### config.mk
export PLATFORM = sky130hd
export DESIGN_NAME = mem_access_unit
export DESIGN_NICKNAME = d
export VERILOG_FILES = /design/src/rtl/mem_pkg.sv /design/src/rtl/mem_access_unit_load_align.sv /design/src/rtl/mem_access_unit.sv
export SDC_FILE = /design/constraint.sdc
export NUM_CORES = 1
export LEC_CHECK = 0
export ABC_AREA = 0
export BUFFER_PORTS_ARGS = -buffer_cell sky130_fd_sc_hd__clkbuf_2
export CAP_MARGIN = 20
export CORE_MARGIN = 4
export CORE_UTILIZATION = 47
export CTS_CLUSTER_SIZE = 24
export DETAILED_ROUTE_END_ITERATION = 10
export PLACE_DENSITY = 0.75
export SYNTH_ARGS = -nofsm -noshare
export SYNTH_HDL_FRONTEND = slang
export SYNTH_SLANG_ARGS = --single-unit
### constraint.sdc
create_clock -name clk -period 2.5 [get_ports clk]
set_clock_uncertainty 0.05 [all_clocks]
set_input_delay 0.5 -clock clk [delete_from_list [all_inputs] [get_ports clk]]
set_output_delay 0.5 -clock clk [all_outputs]
set_load 0.01 [all_outputs]
### src/rtl/mem_pkg.sv
// Shared encodings and helpers for the memory access unit and its load aligner.
package mem_pkg;

  localparam logic [1:0] SZ_BYTE  = 2'b00;
  localparam logic [1:0] SZ_HALF  = 2'b01;
  localparam logic [1:0] SZ_WORD  = 2'b10;
  localparam logic [1:0] SZ_DWORD = 2'b11;

  typedef enum logic [1:0] {
    IDLE   = 2'b00,
    ACCESS = 2'b01,
    DONE   = 2'b10
  } state_t;

  function automatic logic is_misaligned(input logic [2:0] addr, input logic [1:0] size);
    logic mis;
    case (size)
      SZ_BYTE: mis = 1'b0;
      SZ_HALF: mis = addr[0];
      SZ_WORD: mis = |addr[1:0];
      default: mis = |addr[2:0];
    endcase
    return mis;
  endfunction

endpackage

### src/rtl/mem_access_unit_load_align.sv
// Combinational load lane select plus sign/zero extension (module load_align),
// shared by the data path and the future instruction-fetch path.
module load_align import mem_pkg::*; #(
  parameter int WORD_SIZE = 32,
  parameter int LO_W      = $clog2(WORD_SIZE/8)
) (
  input  logic [WORD_SIZE-1:0] mem_rdata,
  input  logic [LO_W-1:0]      addr_lo,
  input  logic [1:0]           data_size,
  input  logic                 data_sign,
  output logic [WORD_SIZE-1:0] read_data
);

  logic [WORD_SIZE-1:0] lane;
  logic [WORD_SIZE-1:0] top;
  logic [6:0]           pad;

  // Bring the addressed lane to bit 0, park its MSB at the top, then shift back to extend.
  always_comb begin
    lane = mem_rdata >> {addr_lo, 3'b000};
    case (data_size)
      SZ_BYTE: pad = 7'(WORD_SIZE - 8);
      SZ_HALF: pad = 7'(WORD_SIZE - 16);
      SZ_WORD: pad = 7'(WORD_SIZE - 32);
      default: pad = 7'd0;
    endcase
    top = lane << pad;
    if (data_sign) begin
      read_data = top >> pad;
    end else begin
      read_data = $signed(top) >>> pad;
    end
  end

endmodule

### src/rtl/mem_access_unit.sv
// Pipeline memory stage driving a variable-latency req/ack data memory.
// Optional ack timeout is enabled by defining MEM_TIMEOUT_EN.
module mem_access_unit import mem_pkg::*; #(
  parameter int WORD_SIZE      = 32,
  parameter int NUM_REGS       = 32,
  parameter int REG_SEL        = $clog2(NUM_REGS),
  parameter int ADDR_SIZE      = 10,
  parameter int BE_W           = WORD_SIZE/8,
  parameter int TIMEOUT_CYCLES = 64
) (
  input  logic                 clk,
  input  logic                 rst,
  input  logic                 in_valid,
  input  logic [WORD_SIZE-1:0] result,
  input  logic [WORD_SIZE-1:0] save_data,
  input  logic [REG_SEL-1:0]   rd,
  input  logic                 reg_write,
  input  logic                 mem_read,
  input  logic                 mem_write,
  input  logic                 data_sign,
  input  logic [1:0]           data_size,
  output logic                 stall,
  output logic                 mem_req,
  output logic                 mem_we,
  output logic [ADDR_SIZE-1:0] mem_addr,
  output logic [BE_W-1:0]      mem_be,
  output logic [WORD_SIZE-1:0] mem_wdata,
  input  logic [WORD_SIZE-1:0] mem_rdata,
  input  logic                 mem_ack,
  output logic                 wb_valid,
  output logic                 reg_write_out,
  output logic [REG_SEL-1:0]   rd_out,
  output logic [WORD_SIZE-1:0] result_out,
  output logic [WORD_SIZE-1:0] read_data,
  output logic                 misalign_out,
  output logic                 bus_err_out
);

  localparam int LO_W = $clog2(BE_W);

  state_t state, next_state;
  logic accept, start_access, complete, timeout, bus_err_now;
  logic mem_op, mis;
  logic [LO_W-1:0]      addr_lo;
  logic [BE_W-1:0]      be;
  logic                 cap_store, cap_load, cap_sign, cap_reg_write;
  logic [1:0]           cap_size;
  logic [LO_W-1:0]      cap_lo;
  logic [REG_SEL-1:0]   cap_rd;
  logic [WORD_SIZE-1:0] cap_result, load_data;

  assign mem_op      = mem_read | mem_write;
  assign mis         = is_misaligned(result[2:0], data_size);
  assign addr_lo     = result[LO_W-1:0];
  assign bus_err_now = timeout & ~mem_ack;

`ifdef MEM_TIMEOUT_EN
  localparam int CNT_W = $clog2(TIMEOUT_CYCLES + 1);
  logic [CNT_W-1:0] wait_cnt;

  // Cycles spent waiting for ack in the current access.
  always_ff @(posedge clk) begin
    if (rst || start_access) begin
      wait_cnt <= {CNT_W{1'b0}};
    end else if (state == ACCESS) begin
      wait_cnt <= wait_cnt + CNT_W'(1);
    end else begin
      wait_cnt <= wait_cnt;
    end
  end

  assign timeout = (state == ACCESS) && (wait_cnt == CNT_W'(TIMEOUT_CYCLES - 1));
`else
  assign timeout = 1'b0;
`endif

  // State register.
  always_ff @(posedge clk) begin
    if (rst) begin
      state <= IDLE;
    end else begin
      state <= next_state;
    end
  end

  // Next state and handshake decode; DONE accepts a new instruction exactly like IDLE.
  always_comb begin
    next_state   = state;
    accept       = 1'b0;
    start_access = 1'b0;
    complete     = 1'b0;
    stall        = 1'b0;
    case (state)
      IDLE, DONE: begin
        accept = in_valid;
        if (in_valid && mem_op && !mis) begin
          start_access = 1'b1;
          stall        = 1'b1;
          next_state   = ACCESS;
        end else begin
          next_state = IDLE;
        end
      end
      ACCESS: begin
        stall = 1'b1;
        if (mem_ack || timeout) begin
          complete   = 1'b1;
          next_state = DONE;
        end else begin
          next_state = ACCESS;
        end
      end
      default: next_state = IDLE;
    endcase
  end

  // Byte enables from access size and low address bits.
  always_comb begin
    case (data_size)
      SZ_BYTE: be = BE_W'(1'b1) << addr_lo;
      SZ_HALF: be = BE_W'(2'b11) << addr_lo;
      SZ_WORD: be = BE_W'(4'hF) << addr_lo;
      default: be = {BE_W{1'b1}};
    endcase
  end

  load_align #(.WORD_SIZE(WORD_SIZE), .LO_W(LO_W)) u_load_align (
    .mem_rdata (mem_rdata),
    .addr_lo   (cap_lo),
    .data_size (cap_size),
    .data_sign (cap_sign),
    .read_data (load_data)
  );

  // Captured op fields, memory bus registers and write-back registers.
  always_ff @(posedge clk) begin
    if (rst) begin
      {cap_store, cap_load, cap_sign, cap_reg_write} <= 4'b0000;
      cap_size      <= 2'b00;
      cap_lo        <= {LO_W{1'b0}};
      cap_rd        <= {REG_SEL{1'b0}};
      cap_result    <= {WORD_SIZE{1'b0}};
      mem_req       <= 1'b0;
      mem_we        <= 1'b0;
      mem_addr      <= {ADDR_SIZE{1'b0}};
      mem_be        <= {BE_W{1'b0}};
      mem_wdata     <= {WORD_SIZE{1'b0}};
      wb_valid      <= 1'b0;
      reg_write_out <= 1'b0;
      rd_out        <= {REG_SEL{1'b0}};
      result_out    <= {WORD_SIZE{1'b0}};
      read_data     <= {WORD_SIZE{1'b0}};
      misalign_out  <= 1'b0;
      bus_err_out   <= 1'b0;
    end else begin
      wb_valid <= 1'b0;
      if (accept) begin
        cap_store     <= mem_write;
        cap_load      <= mem_read & ~mem_write;
        cap_sign      <= data_sign;
        cap_reg_write <= reg_write;
        cap_size      <= data_size;
        cap_lo        <= addr_lo;
        cap_rd        <= rd;
        cap_result    <= result;
      end
      if (start_access) begin
        mem_req   <= 1'b1;
        mem_we    <= mem_write;
        mem_addr  <= {result[ADDR_SIZE-1:LO_W], {LO_W{1'b0}}};
        mem_be    <= be;
        mem_wdata <= save_data << {addr_lo, 3'b000};
      end else if (complete) begin
        mem_req   <= 1'b0;
        mem_we    <= 1'b0;
        mem_addr  <= {ADDR_SIZE{1'b0}};
        mem_be    <= {BE_W{1'b0}};
        mem_wdata <= {WORD_SIZE{1'b0}};
      end
      if (accept && !start_access) begin
        wb_valid      <= 1'b1;
        reg_write_out <= reg_write & ~(mem_op & mis) & ~mem_write;
        rd_out        <= rd;
        result_out    <= result;
        read_data     <= {WORD_SIZE{1'b0}};
        misalign_out  <= mem_op & mis;
        bus_err_out   <= 1'b0;
      end else if (complete) begin
        wb_valid      <= 1'b1;
        reg_write_out <= cap_reg_write & ~cap_store & ~bus_err_now;
        rd_out        <= cap_rd;
        result_out    <= cap_result;
        read_data     <= (cap_load && !bus_err_now) ? load_data : {WORD_SIZE{1'b0}};
        misalign_out  <= 1'b0;
        bus_err_out   <= bus_err_now;
      end
    end
  end

endmodule

* After elaboration in Yosys (flattened, before gate mapping)
Cells that the tools add are included.
** Word-level totals
- Bits in registers :: 165
- Output and inout port bits :: 122
** Operators by class
- Equal/unequal tests :: 5
- Shift-type cells :: 8
- Multiplexer cells :: 32
- Bitwise logic cells :: 9
- Reduce and logical (&&, ||, !) cells :: 14
** Operators with widths (count)
- two-way mux 32 bit :: 6
- left shift 32 x 5 -> 32 bit :: 2
- >> shifter 32 x 5 -> 32 bit :: 2
- >>> shifter 32 x 5 -> 32 bit :: 1
- two-way mux 10 bit :: 2
- two-way mux 1 bit :: 14
- one-hot mux 4 bit (3 select lines) :: 1
- two-way mux 5 bit :: 2
- one-hot mux 5 bit (2 select lines) :: 1
- two-way mux 4 bit :: 2
- equality test 2 x 1 -> 1 bit (second input constant) :: 3
- logical NOT 2 bit :: 3
- OR reduction 2 bit :: 3
- AND 1 bit :: 5
- equality test 2 bit (second input constant) :: 2
- one-hot mux 2 bit (2 select lines) :: 1
- nonzero test 2 bit :: 2
- left shift 1 x 2 -> 4 bit (first input constant) :: 1
- left shift 2 x 2 -> 4 bit (first input constant) :: 1
- left shift 4 x 2 -> 4 bit (first input constant) :: 1
- logical AND 1 bit :: 3
- inverter 1 bit :: 3
- one-hot mux 1 bit (3 select lines) :: 1
- OR reduction 3 bit :: 1
- 4 further kinds :: 5

* Logic depth before layout (Yosys ltp)
- Depth in word-level cells :: 9
- Gate-level depth with buffers :: 9

* By module
A second synthesis with hierarchy kept.
** Unflattened totals
- Cells, all modules :: 852
- Area total of the unflattened synthesis :: 7445.9 µm²
** By module, submodules not included
- mem_access_unit :: instances 1, cells each 744, area an instance 6696.4 µm², seq. area each 3263.1 µm²
- load_align :: instances 1, cells each 108, area an instance 749.5 µm², seq. area each 0.0 µm²

* Worst setup path before layout
No wires, ideal clock.
- Path kind :: input-to-output
- Start point :: input port data_size[0]
- End point :: output port stall
- Data arrival time :: 1.783 ns
- Required time :: 1.950 ns
- Slack :: 0.167 ns
- Stages on the path :: 7
- Path buffers :: 1
- Path through :: inv_1 ha_1 o31a_1 a21o_1 nand2b_1 clkbuf_1 o21ai_0
** On the way
- Longest elaborated chain between the ends :: 6
** Ends and longest elaborated chain
- start, declared :: line mem_access_unit.sv:21 : input logic [1:0] data_size,
- equality test 2 bit (tied with other cells) :: line mem_pkg.sv:17 : case (size)
- one-hot mux 1 bit (3 select lines) (*) :: line mem_pkg.sv:17
- logical NOT 1 bit (*) :: line mem_access_unit.sv:96 : if (in_valid && mem_op && !mis) begin
- logical AND 1 bit (*) :: line mem_access_unit.sv:96
- two-way mux 1 bit (*) :: line mem_access_unit.sv:96
- one-hot mux 1 bit (2 select lines) (*) :: line mem_access_unit.sv:93 : case (state)
- end, declared :: line mem_access_unit.sv:22 : output logic stall,
Every way passes the cells marked *; elsewhere a longest branch is shown, timed or not.

* Worst setup path in the final report
Ends and elaborated chain as after synthesis.

==> impl_metrics.prom <==
# TYPE chip_impl_metric gauge
chip_impl_metric{name="coreArea",unit="sq um"} 14600
chip_impl_metric{name="detailroute.wirelength.met2",unit="um"} 9850
chip_impl_metric{name="htree_levels",unit=""} 4
chip_impl_metric{name="crit_arrival",unit="ns"} 1.83
chip_impl_metric{name="critical_path.n_buffers_inverters",unit=""} 3
chip_impl_info{name="rsz0062_at_grt",value="no"} 1
chip_impl_info{name="rr_endpoint",value="read_data[10]$_SDFFE_PP0P_"} 1
chip_impl_metric{name="ff2ff_setup_slack",unit="ns"} 0.45
chip_impl_metric{name="multi_input_comb_area",unit="sq um"} 3520
chip_impl_metric{name="whs",unit="ns"} 0.260
chip_impl_metric{name="gr-total-overflow",unit=""} 0
chip_impl_metric{name="routed_wire_length_per_instance",unit="um"} 16.8
chip_impl_info{name="crit_path_end_kind",value="primary output"} 1
chip_impl_metric{name="area.growth.synth_to_final",unit="%"} 28.2
chip_impl_metric{name="routed_metal_1_wire_length",unit="um"} 9100
chip_impl_metric{name="worst_r2r_path_depth",unit=""} 6
chip_impl_metric{name="tritoncts.num_buffers",unit=""} 17
chip_impl_metric{name="power.net_switching",unit="mW"} 1.70
chip_impl_metric{name="crit_path_max_incr_delay",unit="ns"} 0.31
chip_impl_metric{name="routabilityCongestion",unit=""} 0.861
chip_impl_metric{name="placement_rows",unit=""} 44
chip_impl_metric{name="clkLatencyLatePin",unit="ns"} 0.42
chip_impl_metric{name="fraction_of_final_layout_cells_with_drive_strength_greater_than_1",unit=""} 0.303
chip_impl_metric{name="yosys.area.top_type_share",unit=""} 0.460
chip_impl_metric{name="post-route-period-util",unit=""} 0.951
chip_impl_metric{name="initial_core_util",unit=""} 0.484
chip_impl_metric{name="netlist-cell-type-count",unit=""} 51
chip_impl_metric{name="syn_inst",unit=""} 829
chip_impl_metric{name="worst_ir_drop_vdd",unit="uV"} 510
chip_impl_metric{name="static-leakage-power",unit="nW"} 3.92
chip_impl_info{name="outcome",value="completed"} 1
chip_impl_metric{name="fillerInstances",unit=""} 1287
chip_impl_info{name="critical_path_class",value="in -> out"} 1
chip_impl_metric{name="met3_wirelength",unit="um"} 1510
chip_impl_info{name="worstHoldEndpoint",value="cap_result[14]$_SDFFE_PP0N_"} 1
chip_impl_info{name="largest_cells_by_area_after_synthesis",value="sky130_fd_sc_hd__dfxtp_1 46%, sky130_fd_sc_hd__nand2_1 9.6%, sky130_fd_sc_hd__a21oi_1 6.2%"} 1
chip_impl_metric{name="utilization",unit=""} 0.621
chip_impl_metric{name="cp_data_required_time",unit="ns"} 1.95
chip_impl_metric{name="p_comb_frac",unit=""} 0.152
chip_impl_info{name="synth.largest_area_cell",value="sky130_fd_sc_hd__dfxtp_1"} 1
chip_impl_info{name="path_delay_family",value="compound AO/OA/AOI/OAI gates"} 1
chip_impl_metric{name="max_freq",unit="MHz"} 421
chip_impl_metric{name="grt_pass1_wl",unit="um"} 32100
chip_impl_metric{name="slew_violations",unit=""} 0
chip_impl_metric{name="yosysWarnings",unit=""} 0
chip_impl_metric{name="finalHoldViolations",unit=""} 0
chip_impl_metric{name="layout.nets",unit=""} 1159
chip_impl_metric{name="synthArstFlopShare",unit=""} 0
chip_impl_metric{name="first_global_vias",unit=""} 6235
chip_impl_metric{name="switching_share",unit=""} 0.268
chip_impl_info{name="hold_path_class",value="in -> reg"} 1
chip_impl_metric{name="synth-edff-count",unit=""} 0
chip_impl_info{name="crit_slowest_cell",value="sky130_fd_sc_hd__o31a_1"} 1
chip_impl_metric{name="synth_area",unit="sq um"} 7090
chip_impl_metric{name="synth.yosys.seq_area_share",unit=""} 0.460
chip_impl_metric{name="drc_errors",unit=""} 0
chip_impl_metric{name="relSlewSlack",unit=""} 0.411
chip_impl_metric{name="ant_nets",unit=""} 0
chip_impl_metric{name="worst-path-max-fanout",unit=""} 5
chip_impl_info{name="worst_setup_path_start_kind",value="input pin"} 1
chip_impl_metric{name="max-cap-violations",unit=""} 0
chip_impl_metric{name="min_path_cells",unit=""} 3
chip_impl_info{name="timing.critical_path.cells",value="clkbuf_2 -> inv_1 -> ha_1 -> o31a_1 -> a21o_1 -> nand2b_1 -> o21ai_0 -> buf_2"} 1
chip_impl_metric{name="cts_sink_cnt",unit=""} 163
chip_impl_metric{name="cts.path.max_buffers",unit=""} 2
chip_impl_metric{name="ff_latch_area",unit="sq um"} 3260
chip_impl_metric{name="max_slew.worst_pin.slew",unit="ns"} 0.876
chip_impl_metric{name="vias",unit=""} 6915
chip_impl_metric{name="setup_total_negative_slack",unit="ns"} 0
chip_impl_metric{name="post_route_wl",unit="um"} 20800
chip_impl_metric{name="die_height",unit="um"} 131
chip_impl_info{name="regToRegStartpoint",value="cap_lo[0]$_SDFFE_PP0N_"} 1
chip_impl_metric{name="detailedRoute.firstIterationViolations",unit=""} 507
chip_impl_metric{name="power_frac_seq",unit=""} 0.444
chip_impl_metric{name="cts_hold_buffers",unit=""} 0
chip_impl_metric{name="min_period",unit="ns"} 2.38
chip_impl_metric{name="cp_num_cells",unit=""} 8
chip_impl_metric{name="grt_antenna_before_repair",unit=""} 0
chip_impl_metric{name="power_per_cell_area",unit="nW/um^2"} 698
chip_impl_info{name="ys.flop_type",value="sky130_fd_sc_hd__dfxtp_1"} 1
chip_impl_metric{name="clkSlewWorstSetupHoldPaths",unit="ns"} 0.06
chip_impl_metric{name="fp.dieW",unit="um"} 131
chip_impl_metric{name="floorplan.io_pins",unit=""} 233
chip_impl_info{name="top_layer",value="met4"} 1
chip_impl_metric{name="insertedDiodeCount",unit=""} 0
chip_impl_info{name="cts_tree",value="yes"} 1
chip_impl_info{name="clock_tree.root_cell",value="sky130_fd_sc_hd__clkbuf_16"} 1
chip_impl_metric{name="maximum_number_of_pins_on_one_net_before_global_route_repair",unit=""} 54
chip_impl_metric{name="count_of_input_and_output_buffers",unit=""} 229
chip_impl_metric{name="number_of_synthesized_register_bits",unit=""} 163
chip_impl_metric{name="groute.usage.overall",unit=""} 0.235
chip_impl_metric{name="die_area",unit="sq um"} 17100
chip_impl_metric{name="synth.avg_cell_area",unit="sq um"} 8.56
chip_impl_metric{name="sum_of_net_half_perimeters_after_detailed_placement",unit="um"} 14800
chip_impl_metric{name="setup-violations-final",unit=""} 0
chip_impl_metric{name="power.clock.fraction",unit=""} 0.404
chip_impl_metric{name="power.internal",unit="mW"} 4.65
chip_impl_info{name="holdCritStartpoint",value="result[14]"} 1
chip_impl_metric{name="routed_via_density",unit=""} 5.58
chip_impl_metric{name="drtPass1Iterations",unit=""} 5
flip-flops by register name, indices dropped and copies added, names as in the netlist, 2 cells and up:
register / count
cap_rd: 5
cap_result: 31
cap_size: 2
mem_addr: 8
mem_be: 4
mem_wdata: 32
rd_out: 5
read_data: 32
result_out: 32
state: 2
layout by cell type, fill, tap and decap left out, types with 3 or more instances in the layout:
| cell type | instances |
|---|---|
| sky130_fd_sc_hd__clkbuf_2 | 227 |
| sky130_fd_sc_hd__nand2_1 | 181 |
| sky130_fd_sc_hd__dfxtp_1 | 163 |
| sky130_fd_sc_hd__a21oi_1 | 88 |
| sky130_fd_sc_hd__nor2_1 | 44 |
| sky130_fd_sc_hd__buf_4 | 37 |
| sky130_fd_sc_hd__mux2i_1 | 26 |
| sky130_fd_sc_hd__a311oi_1 | 25 |
| sky130_fd_sc_hd__o21ai_0 | 24 |
| sky130_fd_sc_hd__a22o_1 | 23 |
| sky130_fd_sc_hd__clkbuf_16 | 17 |
| sky130_fd_sc_hd__a22oi_1 | 16 |
| sky130_fd_sc_hd__nand3_1 | 15 |
| sky130_fd_sc_hd__a211oi_1 | 14 |
| sky130_fd_sc_hd__a32oi_1 | 14 |
| sky130_fd_sc_hd__mux2_2 | 12 |
| sky130_fd_sc_hd__nor3_1 | 12 |
| sky130_fd_sc_hd__nand2b_1 | 11 |
| sky130_fd_sc_hd__nor2b_1 | 9 |
| sky130_fd_sc_hd__a221oi_1 | 8 |
| sky130_fd_sc_hd__a221o_1 | 8 |
| sky130_fd_sc_hd__o2bb2ai_1 | 8 |
| sky130_fd_sc_hd__a21o_1 | 7 |
| sky130_fd_sc_hd__ha_1 | 5 |
| sky130_fd_sc_hd__inv_1 | 4 |
| sky130_fd_sc_hd__nand3b_1 | 4 |
| sky130_fd_sc_hd__a32o_1 | 4 |
| sky130_fd_sc_hd__clkbuf_1 | 4 |
| sky130_fd_sc_hd__and2_1 | 3 |
| sky130_fd_sc_hd__conb_1 | 3 |
| sky130_fd_sc_hd__inv_6 | 3 |
worst reg2reg max path, stage by stage (launching register included):
cell and delay, ns:
sky130_fd_sc_hd__dfxtp_1 0.35, sky130_fd_sc_hd__buf_4 0.41, sky130_fd_sc_hd__mux4_2 0.58, sky130_fd_sc_hd__nand2_1 0.08, sky130_fd_sc_hd__nor2_1 0.09, sky130_fd_sc_hd__o21ai_0 0.27
sky130_fd_sc_hd__a21oi_1 0.10
how the worst max path moves through the flow:
stage | startpoint | endpoint | slack [ns]
after floorplan | data_size[0] | stall | 0.17
after global placement | data_size[0] | mem_wdata[5]$_SDFFE_PP0P_ | -0.14
after detailed placement | data_size[0] | mem_be[3]$_SDFFE_PP0P_ | -0.05
after CTS | data_size[0] | stall | 0.06
after global routing | data_size[0] | stall | 0.02
final | data_size[0] | stall | 0.12
area by class of cell:
type,count,share of cell area
tap,184,0.0253
sequential,163,0.359
timing repair buffer,268,0.163
multi-input combinational,588,0.387
clock buffer,22,0.0499
clock inverter,10,0.0135
inverter,5,0.00206
power groups by stage:
stage / Combinational, mW / Sequential (mW) / Clock [mW]
finish: 0.968 / 2.82 / 2.56
floorplan: 0.526 / 2.90 / 0
global placement: 0.937 / 2.87 / 0
detailed placement: 0.961 / 2.87 / 0
global route: 1.07 / 2.83 / 2.73
CTS: 0.964 / 2.82 / 2.60
cells in the mapped netlist (2+ instances only):
library cell,instances
sky130_fd_sc_hd__nor4b_2,2
sky130_fd_sc_hd__a221oi_1,8
sky130_fd_sc_hd__nand3b_1,4
sky130_fd_sc_hd__mux2_2,12
sky130_fd_sc_hd__and2_1,3
sky130_fd_sc_hd__clkbuf_1,39
sky130_fd_sc_hd__or3_1,2
sky130_fd_sc_hd__buf_6,2
sky130_fd_sc_hd__a221o_1,8
sky130_fd_sc_hd__buf_2,16
sky130_fd_sc_hd__nor2_1,44
sky130_fd_sc_hd__a21oi_1,88
sky130_fd_sc_hd__inv_1,4
sky130_fd_sc_hd__o21ai_0,24
sky130_fd_sc_hd__a21o_1,7
sky130_fd_sc_hd__a22o_1,23
sky130_fd_sc_hd__mux2i_1,26
sky130_fd_sc_hd__buf_4,3
sky130_fd_sc_hd__a32o_1,4
sky130_fd_sc_hd__nor3_1,12
sky130_fd_sc_hd__nand2_1,181
sky130_fd_sc_hd__nor2b_1,10
sky130_fd_sc_hd__nand3_1,15
sky130_fd_sc_hd__nor3_2,2
sky130_fd_sc_hd__dfxtp_1,163
sky130_fd_sc_hd__a311oi_1,25
sky130_fd_sc_hd__ha_1,5
sky130_fd_sc_hd__nand2b_1,12
sky130_fd_sc_hd__a22oi_1,16
sky130_fd_sc_hd__o2bb2ai_1,8
sky130_fd_sc_hd__buf_1,15
sky130_fd_sc_hd__a211oi_1,14
sky130_fd_sc_hd__a32oi_1,14
metal layers:
layer  GRT usage  vias to the layer above
li1            -                     3406
met1       0.307                     3228
met2       0.382                      254
met3      0.0626                       27
met4      0.0732                        0
met5           0                        -
metrics by stage:
step / setup slack [ns] / power, mW / instance area [sq um] / cells
global placement: -0.138 / 3.81 / 8470 / 1205
finish: 0.123 / 6.35 / 9090 / 1240
floorplan: 0.167 / 3.43 / 7100 / 831
global route: 0.0184 / 6.63 / 9090 / 1240
CTS: 0.0648 / 6.39 / 9080 / 1238
detailed placement: -0.0462 / 3.83 / 8500 / 1206
repair_timing:
item	4_1_cts	5_1_grt
resized for setup	0	1
buffers inserted	0	2
endpoints found under the hold margin	0	0
endpoints found under the setup margin	0	1
cell families (layout without fill, tap and decap cells):
logic type	count (synthesis)	count (layout)	synth area share
other cells	1	3	0.000529
simple gates	294	294	0.183
mux	39	39	0.0589
fa+ha+maj	5	5	0.00882
flops	163	163	0.460
buf+inv	80	305	0.0489
compound gates	247	247	0.240
Power figures use the tool's default switching activity.
